[src/rtl/alu_exec_ctrl.sv]
// Purpose: issue controller for the 8-bit ALU; holds the register file and the ACC/CB/EXT state.
// Latency: handshake at edge N, writeback at edge N+2, done high in the cycle after; 1 instr / 3 cycles.
// Backpressure: instr_ready is high only in IDLE. Optional macro ALU_EXEC_RETIRE_CNT_EN adds retire_cnt.
module alu_exec_ctrl #(
    parameter int         NUM_REGS  = 8,
    parameter logic [7:0] ACC_RESET = 8'h00
) (
    input  logic        clk,
    input  logic        rst,
    input  logic        instr_valid,
    input  logic [7:0]  instr,
    output logic        instr_ready,
    input  logic        reg_wr_en,
    input  logic [3:0]  reg_wr_addr,
    input  logic [7:0]  reg_wr_data,
    output logic [7:0]  alu_acc,
    output logic [7:0]  alu_ri,
    output logic [7:0]  alu_opcode,
    input  logic [7:0]  alu_result,
    input  logic        alu_cb,
    input  logic [7:0]  alu_ext,
    output logic [7:0]  acc,
    output logic        cb,
    output logic [7:0]  ext,
`ifdef ALU_EXEC_RETIRE_CNT_EN
    output logic [15:0] retire_cnt,
`endif
    output logic        done,
    output logic        halted
);
    localparam int IDX_W = (NUM_REGS > 1) ? $clog2(NUM_REGS) : 1;

    typedef enum logic [1:0] {
        ST_IDLE,
        ST_DECODE,
        ST_EXEC,
        ST_HALT
    } state_t;

    state_t           state;
    state_t           state_nxt;
    logic [7:0]       instr_q;
    logic [7:0]       regs [NUM_REGS];
    logic [IDX_W-1:0] idx;
    logic [IDX_W-1:0] host_idx;
    logic [3:0]       cls;
    logic [3:0]       sub;
    logic             wr_acc;
    logic             wr_cb;
    logic             wr_ext;
    logic             mov_acc;
    logic             mov_reg;
    logic             is_hlt;
    logic             unused_bits;

    assign idx         = instr_q[IDX_W-1:0];
    assign host_idx    = reg_wr_addr[IDX_W-1:0];
    assign cls         = instr_q[7:4];
    assign sub         = instr_q[3:0];
    assign instr_ready = (state == ST_IDLE);
    assign halted      = (state == ST_HALT);
    assign alu_acc     = acc;
    // Index bits above the register-file depth are deliberately dropped.
    assign unused_bits = ^{reg_wr_addr, instr_q};

    // Writeback selection from the latched instruction class.
    always_comb begin
        wr_acc  = 1'b0;
        wr_cb   = 1'b0;
        wr_ext  = 1'b0;
        mov_acc = 1'b0;
        mov_reg = 1'b0;
        is_hlt  = 1'b0;
        case (cls)
            4'h0: begin
                if (sub >= 4'h1 && sub <= 4'h5) begin
                    wr_acc = 1'b1;
                end else if (sub == 4'h6 || sub == 4'h7) begin
                    wr_acc = 1'b1;
                    wr_cb  = 1'b1;
                end
            end
            4'h1, 4'h2: begin
                wr_acc = 1'b1;
                wr_cb  = 1'b1;
            end
            4'h3: begin
                wr_acc = 1'b1;
                wr_ext = 1'b1;
            end
            4'h5, 4'h6: wr_acc  = 1'b1;
            4'h7:       wr_cb   = 1'b1;
            4'h8:       mov_acc = 1'b1;
            4'h9:       mov_reg = 1'b1;
            4'hF:       is_hlt  = (sub == 4'hF);
            default: ;
        endcase
    end

    // Next-state logic: three-cycle issue loop, HALT is sticky until reset.
    always_comb begin
        state_nxt = state;
        case (state)
            ST_IDLE:   if (instr_valid) state_nxt = ST_DECODE;
            ST_DECODE: state_nxt = ST_EXEC;
            ST_EXEC:   state_nxt = is_hlt ? ST_HALT : ST_IDLE;
            ST_HALT:   state_nxt = ST_HALT;
            default:   state_nxt = ST_IDLE;
        endcase
    end

    // State register.
    always_ff @(posedge clk) begin
        if (rst) state <= ST_IDLE;
        else     state <= state_nxt;
    end

    // Datapath: instruction latch, register file, operand/opcode staging and writeback.
    always_ff @(posedge clk) begin
        if (rst) begin
            instr_q    <= 8'h00;
            alu_ri     <= 8'h00;
            alu_opcode <= 8'h00;
            acc        <= ACC_RESET;
            cb         <= 1'b0;
            ext        <= 8'h00;
            done       <= 1'b0;
            for (int i = 0; i < NUM_REGS; i++) regs[i] <= 8'h00;
        end else begin
            done <= 1'b0;
            if (state == ST_IDLE) begin
                if (instr_valid) instr_q <= instr;
                if (reg_wr_en)   regs[host_idx] <= reg_wr_data;
            end
            if (state == ST_DECODE) begin
                alu_ri     <= regs[idx];
                // Register-to-ACC moves bypass the ALU, so it sees a NOP.
                alu_opcode <= (cls == 4'h8) ? 8'h00 : instr_q;
            end
            if (state == ST_EXEC) begin
                alu_opcode <= 8'h00;
                done       <= 1'b1;
                if (wr_acc)  acc <= alu_result;
                if (mov_acc) acc <= alu_ri;
                if (wr_cb)   cb  <= alu_cb;
                if (wr_ext)  ext <= alu_ext;
                if (mov_reg) regs[idx] <= acc;
            end
        end
    end

`ifdef ALU_EXEC_RETIRE_CNT_EN
    // Retired-instruction counter; wraps naturally at 16 bits.
    always_ff @(posedge clk) begin
        if (rst)                   retire_cnt <= 16'h0000;
        else if (state == ST_EXEC) retire_cnt <= retire_cnt + 16'h0001;
    end
`endif
endmodule
[config.mk]
export PLATFORM = sky130hd
export DESIGN_NAME = alu_exec_ctrl
export DESIGN_NICKNAME = d
export VERILOG_FILES = /design/src/rtl/alu_exec_ctrl.sv
export SDC_FILE = /design/constraint.sdc
export NUM_CORES = 1
export LEC_CHECK = 0
export CELL_PAD_IN_SITES_DETAIL_PLACEMENT = 0
export CELL_PAD_IN_SITES_GLOBAL_PLACEMENT = 2
export CORE_ASPECT_RATIO = 1.25
export CORE_MARGIN = 2
export CORE_UTILIZATION = 36
export DETAILED_ROUTE_END_ITERATION = 6
export GPL_TIMING_DRIVEN = 0
export MAX_ROUTING_LAYER = met4
export PLACE_DENSITY = 0.82
export SYNTH_ARGS = -nofsm -noshare
export SYNTH_HDL_FRONTEND = slang
export SYNTH_SLANG_ARGS = --single-unit
export TNS_END_PERCENT = 30
[constraint.sdc]
create_clock -name clk -period 2.82 [get_ports clk]
set_clock_uncertainty 0.15 [all_clocks]
set_input_delay 0.564 -clock clk [delete_from_list [all_inputs] [get_ports clk]]
set_output_delay 0.564 -clock clk [all_outputs]
set_load 0.02 [all_outputs]
==> flow_summary.yaml <==
cts:
  htreeDepth: 3
  clock_latency_ns: 0.34
  cts_made_buffers: 9
  cts_tree: "built"
  clockBufferDepth: 2
  clkTransAtPathRegs_ns: 0.07
  cts_root_buf: "clkbuf_16"
  cts.sink_count: 108
  post_cts_buffers: 0
global_route:
  gr-usage-met2: 0.327
  grt_max_degree: 18
  met3_usage: 0.0267
  grt_util_met1: 0.209
  antenna_found_initial: 0
  groute.usage.overall: 0.181
  busiest_layer: "met2"
  grt_overflow_total: 0
  grt_pass1_wl_um: 20700
  first_global_vias: 3710
critical_path:
  slowest_stage: "clkdlybuf4s50_1"
  path_cells: "clkdlybuf4s50_1, nor4b_1, and2_1, clkbuf_1, a32oi_2, nand2b_1"
  startpoint_type: "input port"
  critPathTopFamily: "simple AND/OR/NAND/NOR gates"
  worst-path-buf-inv: 2
  cp_max_fo: 9
  endpoint_kind: "flip-flop"
  rrSetupSlack_ns: 0.32
  worst_path_largest_cell_delay_ns: 0.48
  worst_ep_required_time_ns: 2.66
  arrival_ns: 2.51
  path_class: "input port to flip-flop"
synthesis:
  ys_ff_latch: 108
  synth.avg_cell_area_um2: 12.0
  yosysTopAreaCell: "edfxtp_1"
  syn-cell-area_mm2: 0.00518
  synth_flop_cell: "edfxtp_1"
  post-synth-top-count-cell: "nor2_1"
  synth_nets: 474
  synth_cell_types: 51
  async_reset_ff_frac: 0
  synth_top_cells_by_area: "edfxtp_1 (37%), dfxtp_1 (17%), mux4_2 (6.9%), nor2_1 (6.8%), mux2i_1 (3.7%)"
  synth_top_area_frac: 0.371
  ys_warn_count: 0
  synth_cells: 433
  seq_area_frac_synth: 0.541
  synth_common_cells: "nor2_1 (94), edfxtp_1 (64), dfxtp_1 (44), nand2_1 (39), a21oi_1 (24)"
  synth-edff-count: 64
power_and_ir_drop:
  powerDensity_mw_per_mm2: 528
  cellLeakagePower_nw: 2.30
  fin_total_pwr_w: 0.00345
  ir_drop_mv: 0.292
min_path:
  hp-class: "flip-flop to flip-flop"
sta:
  slew_headroom: 0.497
  rsz0062_at_grt: "no"
  fin_crit_ns: 2.67
  setup_viol: 0
  max_freq_mhz: 374
  fin_setup_tns_ns: 0
  hold_viol_final: 0
  tightestPinTransition_ns: 0.755
  layout_worst_path_cycle_share: 0.948
  drv_slew: 0
route:
  routedWlPerCell_um: 18.6
  antenna_left: 0
  routed_wl_um: 13200
  firstDrtPassIters: 4
  drc: 0
  routed_via_density: 4.96
  drt_iter0_drc: 167
  via_count: 3515
floorplanning:
  io_pins: 85
  core_mm2: 0.0142
  die_w_um: 111
  rows: 49
  die_area_mm2: 0.0154
  initial_utilization: 0.365
  chipHeight_um: 138
place:
  dpl_cell_area_mm2: 0.00623
  place_congestion: 0.812
  dp_hpwl_um: 9910
  port_buffers: 82
job:
  drv_cap: 0
finish:
  layout-drive-gt1-share: 0.173
  final_cell_area_mm2: 0.00652
  nNetsFinal: 567
  syn2layout_area_growth_pct: 25.8
  final_util: 0.459
  n_antenna_cell: 0
status:
  status: "completed"
==> state kept, by name, summed over array words and instances, names as in the netlist <==
name        cells
done            1
alu_ri          8
state           2
instr_q         8
regs           64
acc             8
alu_opcode      8
cb              1
ext             8
==> layout make-up <==
class	instances	area (um^2)
tap	178	223
sequential	108	2800
clock buffer	10	229
inverter	3	11.3
timing repair buffer	82	821
buffer	35	246
multi-input combinational	287	2130
clock inverter	6	62.6
fill	1349	7700
==> cell usage in the layout (no fill, tap or decap), types with 3 or more instances in the layout <==
cell             count
nor2_1              94
clkdlybuf4s50_1     82
edfxtp_1            64
dfxtp_1             44
nand2_1             39
a21oi_1             24
mux2i_1             19
mux4_2              16
clkbuf_1            12
nor2b_1              9
buf_4                9
nand3_1              9
clkbuf_16            9
mux2i_4              8
a211oi_1             8
mux2_2               8
nand2b_1             7
and2_1               4
buf_6                4
a32oi_2              4
a22oi_2              4
a21o_1               4
clkbuf_8             3
buf_2                3
and2b_2              3
buf_1                3
a31oi_1              3
==> cell families (layout without fill, tap and decap cells) <==
| family | Yosys count | in the layout | share of synthesized area |
|---|---|---|---|
| and+or+nand+nor | 184 | 184 | 0.174 |
| buffers and inverters | 38 | 136 | 0.0497 |
| DFF | 108 | 108 | 0.541 |
| muxes | 51 | 51 | 0.158 |
| AOI/OAI and AO/OA | 51 | 51 | 0.0758 |
| xor gates and xnor gates | 1 | 1 | 0.00169 |
==> power by group <==
group	internal [W]	total [W]	switching, W
registers	0.00173	0.00176	0.0000334
clock network	0.000689	0.00125	0.000562
logic	0.000198	0.000431	0.000234
==> routing by layer <==
metal / wire, um / vias up
li1: - / 1724
met1: 5410 / 1718
met2: 7200 / 65
met3: 416 / 8
met4: 162 / 0
met5: 0 / -
==> final timing paths <==
check | cells after the start | end | start
worst min-delay path | 2 | ext[5]$_SDFFE_PP0P_ | ext[5]$_SDFFE_PP0P_
worst max register to register | 5 | regs[3][2]$_SDFFCE_PN0P_ | instr_q[5]$_SDFFE_PP0P_
worst min register to register | 2 | ext[5]$_SDFFE_PP0P_ | ext[5]$_SDFFE_PP0P_
worst max-delay path | 6 | regs[3][2]$_SDFFCE_PN0P_ | reg_wr_en
==> metrics by stage <==
step / instances / setup WS, ns / hold WS [ns]
global placement: 693 / -0.195 / 0.325
CTS: 709 / 0.121 / 0.352
floorplan: 433 / 0.481 / 0.323
detailed placement: 693 / -0.240 / 0.339
finish: 709 / 0.147 / 0.346
global route: 709 / 0.0183 / 0.387
==> worst register-to-register path: cells and delay by family, from the launching register on <==
kind                   cells  cell delay (ns)
AOI/OAI and AO/OA          1             0.35
buffers and inverters      1             0.14
DFF                        1             0.31
and+or+nand+nor            3             1.21
==> timing repair <==
action | in CTS | in global routing
setup endpoints to repair | 0 | 8
gates resized for setup | 0 | 1
hold buffers | 0 | 0
Power figures use the tool's default switching activity.
